`src/rtl/uart_cmd_sequencer.sv`:
```
// uart_cmd_sequencer
//   Turns the host byte stream from the UART receiver into instruction-memory
//   writes, core run/step/restart control, and 32-bit data words returned to a
//   core load that is stalled waiting on the host.
//
// Ports
//   clk, reset        system clock, asynchronous active-high reset
//   rx_data/rx_valid  received byte and its one-cycle strobe
//   data_req          core is stalled on a host load (sampled in IDLE only)
//   imem_we/addr/wdata  instruction-memory write port (addr/wdata hold)
//   cpu_step          one-cycle single-step pulse
//   cpu_run           free-run level
//   cpu_restart       one-cycle PC-to-zero pulse
//   data_out/data_valid  word for the waiting load, with one-cycle strobe
//   busy              a frame is partially received
//   err               one-cycle pulse on bad opcode or inter-byte timeout
//
// state | meaning
// ------+------------------------------------------------------------
// IDLE  | waiting for a first byte (opcode, or data byte 0 if data_req)
// INSTR | collecting 4 little-endian instruction bytes
// DATA  | collecting 4 little-endian data bytes (byte 0 already taken)
module uart_cmd_sequencer #(
  parameter int ADDR_W      = 8,
  parameter int TIMEOUT_CYC = 20000
) (
  input  logic              clk,
  input  logic              reset,
  input  logic [7:0]        rx_data,
  input  logic              rx_valid,
  input  logic              data_req,
  output logic              imem_we,
  output logic [ADDR_W-1:0] imem_addr,
  output logic [31:0]       imem_wdata,
  output logic              cpu_step,
  output logic              cpu_run,
  output logic              cpu_restart,
  output logic [31:0]       data_out,
  output logic              data_valid,
  output logic              busy,
  output logic              err
);

  localparam int TW = $clog2(TIMEOUT_CYC + 1);
  localparam logic [TW-1:0] TMO_LAST = TW'(TIMEOUT_CYC - 1);

  localparam logic [7:0] OP_INSTR   = 8'h00;
  localparam logic [7:0] OP_RESTART = 8'h01;
  localparam logic [7:0] OP_STEP    = 8'h02;
  localparam logic [7:0] OP_RUN     = 8'h03;
  localparam logic [7:0] OP_HALT    = 8'h04;

  typedef enum logic [1:0] {
    S_IDLE  = 2'd0,
    S_INSTR = 2'd1,
    S_DATA  = 2'd2
  } state_e;

  state_e            state_q, state_d;
  logic [1:0]        cnt_q, cnt_d;
  logic [31:0]       asm_q, asm_d;
  logic [31:0]       asm_merge;
  logic [ADDR_W-1:0] wr_ptr_q, wr_ptr_d;
  logic [TW-1:0]     tmo_q, tmo_d;

  logic              imem_we_q, imem_we_d;
  logic [ADDR_W-1:0] imem_addr_q, imem_addr_d;
  logic [31:0]       imem_wdata_q, imem_wdata_d;
  logic              cpu_step_q, cpu_step_d;
  logic              cpu_run_q, cpu_run_d;
  logic              cpu_restart_q, cpu_restart_d;
  logic [31:0]       data_out_q, data_out_d;
  logic              data_valid_q, data_valid_d;
  logic              err_q, err_d;

  logic last_byte;
  logic tmo_hit;

  // Counter reaching TIMEOUT_CYC on this cycle with no byte arriving.
  assign last_byte = rx_valid && (cnt_q == 2'd3);
  assign tmo_hit   = !rx_valid && (tmo_q == TMO_LAST);

  // Current byte merged into its little-endian lane of the assembly register.
  always_comb begin
    asm_merge = asm_q;
    asm_merge[8*cnt_q +: 8] = rx_data;
  end

  // State register
  always_ff @(posedge clk or posedge reset) begin
    if (reset) state_q <= S_IDLE;
    else       state_q <= state_d;
  end

  // Next-state logic
  always_comb begin
    state_d = state_q;
    unique case (state_q)
      S_IDLE: begin
        if (rx_valid) begin
          if (data_req)                 state_d = S_DATA;
          else if (rx_data == OP_INSTR) state_d = S_INSTR;
        end
      end
      S_INSTR, S_DATA: begin
        if (last_byte || tmo_hit) state_d = S_IDLE;
      end
      default: state_d = S_IDLE;
    endcase
  end

  // Output and datapath next values
  always_comb begin
    cnt_d         = cnt_q;
    asm_d         = asm_q;
    wr_ptr_d      = wr_ptr_q;
    tmo_d         = '0;
    imem_we_d     = 1'b0;
    imem_addr_d   = imem_addr_q;
    imem_wdata_d  = imem_wdata_q;
    cpu_step_d    = 1'b0;
    cpu_run_d     = cpu_run_q;
    cpu_restart_d = 1'b0;
    data_out_d    = data_out_q;
    data_valid_d  = 1'b0;
    err_d         = 1'b0;

    unique case (state_q)
      S_IDLE: begin
        if (rx_valid) begin
          if (data_req) begin
            asm_d = {24'h0, rx_data};
            cnt_d = 2'd1;
          end else begin
            unique case (rx_data)
              OP_INSTR: begin
                asm_d = '0;
                cnt_d = 2'd0;
              end
              OP_RESTART: begin
                cpu_restart_d = 1'b1;
                wr_ptr_d      = '0;
                cpu_run_d     = 1'b0;
              end
              OP_STEP:  cpu_step_d = !cpu_run_q;
              OP_RUN:   cpu_run_d  = 1'b1;
              OP_HALT:  cpu_run_d  = 1'b0;
              default:  err_d      = 1'b1;
            endcase
          end
        end
      end
      S_INSTR, S_DATA: begin
        if (rx_valid) begin
          asm_d = asm_merge;
          cnt_d = cnt_q + 2'd1;
          if (last_byte) begin
            if (state_q == S_INSTR) begin
              imem_we_d    = 1'b1;
              imem_addr_d  = wr_ptr_q;
              imem_wdata_d = asm_merge;
              wr_ptr_d     = wr_ptr_q + 1'b1;
            end else begin
              data_valid_d = 1'b1;
              data_out_d   = asm_merge;
            end
          end
        end else if (tmo_hit) begin
          err_d = 1'b1;
          cnt_d = 2'd0;
          asm_d = '0;
        end else begin
          tmo_d = tmo_q + 1'b1;
        end
      end
      default: ;
    endcase
  end

  always_ff @(posedge clk or posedge reset) begin
    if (reset) begin
      cnt_q         <= '0;
      asm_q         <= '0;
      wr_ptr_q      <= '0;
      tmo_q         <= '0;
      imem_we_q     <= 1'b0;
      imem_addr_q   <= '0;
      imem_wdata_q  <= '0;
      cpu_step_q    <= 1'b0;
      cpu_run_q     <= 1'b0;
      cpu_restart_q <= 1'b0;
      data_out_q    <= '0;
      data_valid_q  <= 1'b0;
      err_q         <= 1'b0;
    end else begin
      cnt_q         <= cnt_d;
      asm_q         <= asm_d;
      wr_ptr_q      <= wr_ptr_d;
      tmo_q         <= tmo_d;
      imem_we_q     <= imem_we_d;
      imem_addr_q   <= imem_addr_d;
      imem_wdata_q  <= imem_wdata_d;
      cpu_step_q    <= cpu_step_d;
      cpu_run_q     <= cpu_run_d;
      cpu_restart_q <= cpu_restart_d;
      data_out_q    <= data_out_d;
      data_valid_q  <= data_valid_d;
      err_q         <= err_d;
    end
  end

  assign imem_we     = imem_we_q;
  assign imem_addr   = imem_addr_q;
  assign imem_wdata  = imem_wdata_q;
  assign cpu_step    = cpu_step_q;
  assign cpu_run     = cpu_run_q;
  assign cpu_restart = cpu_restart_q;
  assign data_out    = data_out_q;
  assign data_valid  = data_valid_q;
  assign err         = err_q;
  assign busy        = (state_q != S_IDLE);

endmodule

```
`config.mk`:
```
export PLATFORM = sky130hd
export DESIGN_NAME = uart_cmd_sequencer
export DESIGN_NICKNAME = d
export VERILOG_FILES = /design/src/rtl/uart_cmd_sequencer.sv
export SDC_FILE = /design/constraint.sdc
export NUM_CORES = 1
export LEC_CHECK = 0
export ABC_AREA = 1
export CELL_PAD_IN_SITES_DETAIL_PLACEMENT = 0
export CELL_PAD_IN_SITES_GLOBAL_PLACEMENT = 1
export CORE_AREA = 2 2 101 200
export CTS_CLUSTER_DIAMETER = 80
export DETAILED_ROUTE_END_ITERATION = 16
export DIE_AREA = 0 0 103 202
export PLACE_DENSITY_LB_ADDON = 0.1
export SLEW_MARGIN = 20
export SYNTH_ARGS = -nofsm -noshare
export SYNTH_HDL_FRONTEND = slang
export SYNTH_SLANG_ARGS = --single-unit
```
`constraint.sdc`:
```
create_clock -name clk -period 5.7 [get_ports clk]
set_input_delay 1.14 -clock clk [delete_from_list [all_inputs] [get_ports clk]]
set_output_delay 1.14 -clock clk [all_outputs]
set_load 0.01 [all_outputs]
```
# Word level (Yosys, flattened, before mapping)
# Cells that the tools add are included.
[word_totals]
register_bits = 137
input_bits = 12
out_inout_bits = 79
wordCells = 109
[op_classes]
add_sub_neg = 4
n_eq_ne = 17
shift = 2
n_mux = 51
bitwise_logic = 2
n_reduce_logical = 19
[op_table]
columns = ["operator", "count"]
rows = [
  ["$mux W32", 5],
  ["$pmux W32 S2", 1],
  ["$mux W8", 6],
  ["$mux W15", 3],
  ["$neg A5 Y34", 1],
  ["$shift A8 B34 Y32 const A", 1],
  ["$shiftx A8 B34 Y32", 1],
  ["$bwmux W32", 1],
  ["$mux W1", 21],
  ["$mux W2", 9],
  ["$eq A8 B2 Y1 const B", 2],
  ["$pmux W8 S2", 1],
  ["$reduce_and A4 Y1", 4],
  ["$add A15 B1 Y15 const B", 1],
  ["$eq A15 B15 Y1 const B", 1],
  ["$ne A2 B2 Y1 const B", 7],
  ["$add A8 B1 Y8 const B", 1],
  ["$eq A8 B1 Y1 const B", 1],
  ["$eq A8 B3 Y1 const B", 1],
  ["$logic_not A8 Y1", 1],
  ["$pmux W2 S2", 2],
  ["$reduce_and A7 Y1", 1],
  ["$ne A3 B3 Y1 const B", 2],
  ["$reduce_bool A2 Y1", 3],
  ["other kinds (12)", 18],
]

# Logic depth before layout (Yosys ltp)
[logic_depth]
depth_word = 6
ltp_mapped = 11
mapped_depth_nobuf = 10

# Least setup slack after synthesis
# OpenSTA, ideal clock, no wires.
[synth_path]
path_type = "input-to-reg"
start = "input port rx_data[3]"
end = "register cnt_q[0]"
setup_time_ns = 0.117
t_arrival_ns = 1.979
path_slack_ns = 3.604
path_stages = 9
cell_sequence = "nor2_1 nand2_1 o21ai_1 nand2_1 nand2_1 nand3_2 buf_6 nand2_1 nand2_1"
[synth_between]
elab_chain_cells = 3
[synth_rtl]
columns = ["element", "line_no", "source"]
rows = [
  ["from (decl)", "29", "input logic [7:0] rx_data,"],
  ["$logic_not A8 Y1", "135", "unique case (rx_data)"],
  ["$ne A3 B3 Y1 (no source line)", "--", ""],
  ["$reduce_and A4 Y1 (no source line)", "--", ""],
  ["to (signal assigned)", "196", "cnt_q <= cnt_d;"],
  ["to (decl)", "60", "logic [1:0] cnt_q, cnt_d;"],
]
# Every way passes these cells.
# A chain may end at the register's enable or synchronous reset.

# Worst setup path in the final report
[layout_path]
start = "input port rx_data[6]"
end = "register asm_q[8]"
[layout_between]
elab_chain_cells = 4
word_cells_on_any_way = 7
classes_between = "eq/ne: 1; shift: 1; mux: 3; reduce/logical: 2"
[layout_rtl]
columns = ["element", "line_no", "source"]
rows = [
  ["$shiftx A8 B34 Y32", "86", "asm_merge[8*cnt_q +: 8] = rx_data;"],
  ["$bwmux W32", "86", ""],
  ["$mux W32", "154", "if (rx_valid) begin"],
  ["$pmux W32 S2", "128", "unique case (state_q)"],
  ["to (signal assigned)", "197", "asm_q <= asm_d;"],
  ["to (decl)", "61", "logic [31:0] asm_q, asm_d;"],
]
# Several ways; a longest one is shown, not always the timed one.

==> qor.yml <==
synth_edf_count: 0
rsz0062_at_grt: "no"
swShare: 0.377
clkPwrFrac: 0.293
post_cts_buffers: 0
synth_warnings: 0
setup_ws_ps: 2260
cts_tree: "built"
yosysTopAreaCell: "dfrtp_1"
tightest_slew_ps: 963
finalHoldViolCount: 0
core_area_um2: 19300
synth_fa_ha_area_frac: 0.0226
cts-root-buf: "clkbuf_16"
status: "finished clean"
power.leakage_nw: 3.82
avgSynthCellArea_um2: 8.33
reg2reg_depth: 8
drive_gt1_frac: 0.0677
ys.flop_type: "dfrtp_1"
synth.distinct_cells: 33
ir_drop_mv: 0.228
grt_remaining_overflow: 0
critical_path_required_ps: 5990
crit_chain: "clkdlybuf4s50_1 -> nor2_1 -> nand2_1 -> o21ai_1 -> nand2_1 -> nand2_1 -> buf_4 -> nand3_2 -> nand2_1 -> nand2_1"
p_sw_w: 0.00128
startpoint: "rx_data[6]"
async_reset_ff_frac: 1.00
cp-endpoint: "asm_q[8]$_DFFE_PP0P_"
final_nets: 900
top_layer_used: "met4"
path_common_cell: "nand2_1"
cts-buffers-inserted: 17
h-tree-depth: 4
die_area_um2: 20800
wl_met2_mm: 10.1
slew_headroom: 0.357
viasPerCell: 4.86
synth.area.top_cells: "dfrtp_1 (52%), nand2_1 (13%), nand3_1 (5.6%)"
synth_top_area_frac: 0.517
synthXorXnorAreaFrac: 0.00792
io_buffers: 90
grt_pass1_vias: 5675
clk_path_buf_depth: 2
cpPeakStageDelay_ps: 720
die_h_um: 202
drc: 0
path_class: "in -> reg"
grtUsageTotal: 0.186
rr_endpoint: "asm_q[8]$_DFFE_PP0P_"
yosysSeqAreaShare: 0.517
arrival_ps: 3730
cp-start-kind: "primary input"
r2r-start: "state_q[0]$_DFFE_PP0P_"
final_util: 0.426
gp_congestion: 0.809
n_fill_cell: 2004
clock_sinks: 137
n_antenna_cell: 0
ctsHoldBuffers: 0
io_pins: 91
dp_slack_ps: 1860
cp_num_buf_inv: 2
start_util: 0.344
powerDensity_nw_per_um2: 415
wl_mm: 18.4
skew_ps: 8.63
post-dp-hpwl_mm: 12.7
cpMaxStageDelayCell: "nand3_2"
hold_class: "reg -> reg"
wl_met1_mm: 7.42
report.final.slew_viol_count: 0
path_max_fanout: 38
die_x_um: 103
via_count: 5567
firstDrtPassIters: 4
period_share: 0.603
hp-start: "asm_q[26]$_DFFE_PP0P_"
power_frac_seq: 0.354
fp-row-count: 72
cp_top_family: "simple AND/OR/NAND/NOR gates"
synth_mux_area_frac: 0.0272
synth-simple-area-share: 0.265
insertion_delay_ps: 410
grt_pass1_wl_mm: 29.9
synth-compound-area-share: 0.0843
max_cap_violations: 0
synth_cells: 797
reg2reg_slack_ps: 2870
wire_per_inst_um: 16.1
synthToLayoutAreaGrowth_pct: 23.7
cts.repair.resized: 0
synth_top_family_by_area: "simple AND/OR/NAND/NOR gates"
synth_seq_cells: 137
grt_max_degree: 95
setup-violations-final: 0
intPower_w: 0.00212
ant_nets: 0
synth_area_um2: 6640
max_freq_mhz: 291
wl_met3_um: 630
fin_crit_ps: 3440
fin_tns_setup_ps: 0
crit_path_end_kind: "flop"
clkTransAtPathRegs_ps: 60
comb_power_share: 0.353
power.total_w: 0.00341
antenna_found_initial: 0
path_depth: 10
drtIter0Drc: 314
syn_nets: 821
## cell type report
class	count	area (um2)	share of cell area
Timing Repair Buffer	95	938	0.114
Tap cell	259	324	0.0395
Multi-Input combinational cell	548	2710	0.329
Sequential cell	137	3430	0.418
Clock inverter	4	45.0	0.00549
Clock buffer	25	475	0.0579
Inverter	77	294	0.0358
## per-layer routing
metal	GRT usage	vias to the layer above
met5	0	-
met4	0.0587	0
li1	-	2733
met2	0.337	98
met1	0.217	2723
met3	0.0308	13
## placed cells by master, fill, tap and decap left out, types with 12 or more instances in the layout
cell type,n
inv_1,71
dfrtp_1,137
o21ai_0,34
ha_1,12
a21oi_1,20
nand3_1,74
o22ai_1,24
nor2_1,74
clkbuf_16,17
mux2_2,16
clkdlybuf4s50_1,90
nand2_1,234
## how the worst min path moves through the flow
stage	endpoint	slack (ps)	cells after the start
4_1_cts	tmo_q[0]$_DFF_PP0_	470	1
2_1_floorplan	tmo_q[0]$_DFF_PP0_	430	1
5_1_grt	asm_q[27]$_DFFE_PP0P_	480	2
6_report	asm_q[26]$_DFFE_PP0P_	470	2
3_5_place_dp	asm_q[7]$_DFFE_PP0P_	460	2
3_3_place_gp	tmo_q[0]$_DFF_PP0_	450	1
## registers in the layout (all words and copies together), names as in the netlist
signal	cells
cpu_run	1
cpu_restart	1
cpu_step	1
imem_we	1
tmo_q	15
asm_q	32
data_out	32
state_q	2
imem_addr	8
err	1
data_valid	1
wr_ptr_q	8
cnt_q	2
imem_wdata	32
## worst min-delay path: stages (launching register included)
cell and delay (ps):
dfrtp_1 340, nand2_1 50, nand2_1 40
## cells in the mapped netlist, types with 8 or more instances
cell type and count:
ha_1 12, nand2_1 234, nand4_1 11, dfrtp_1 137, nor2_1 74, nor3_1 8
inv_1 72, clkbuf_1 9, a31oi_1 8, nand3_1 74, buf_2 12, a21oi_1 20
o21a_1 9, o22ai_1 24, mux2_2 16, o21ai_0 34
## power groups by stage
stage	registers, W	clock network (W)	logic, W
5_1_grt	0.00123	0.00107	0.00133
3_5_place_dp	0.00122	0	0.00121
2_1_floorplan	0.00124	0	0.000800
3_3_place_gp	0.00122	0	0.00120
4_1_cts	0.00121	0.00102	0.00122
6_report	0.00120	0.000998	0.00120
## per-stage QoR
stage	hold WS [ps]	area [um2]	instances
CTS	471	8210	1145
floorplan	433	6640	797
finish	467	8210	1145
global route	484	8210	1145
global placement	450	7690	1116
detailed placement	458	7690	1116
## kinds of logic (layout without fill, tap and decap cells)
group                    after synthesis  after routing
AO/OA/AOI/OAI                         97             97
XOR/XNOR                               6              6
adder cells (fa/ha/maj)               12             12
buffers and inverters                112            201
flip-flops                           137            137
multiplexers                          16             16
AND/OR/NAND/NOR                      417            417
No activity file was read; power rests on OpenSTA's default activity.
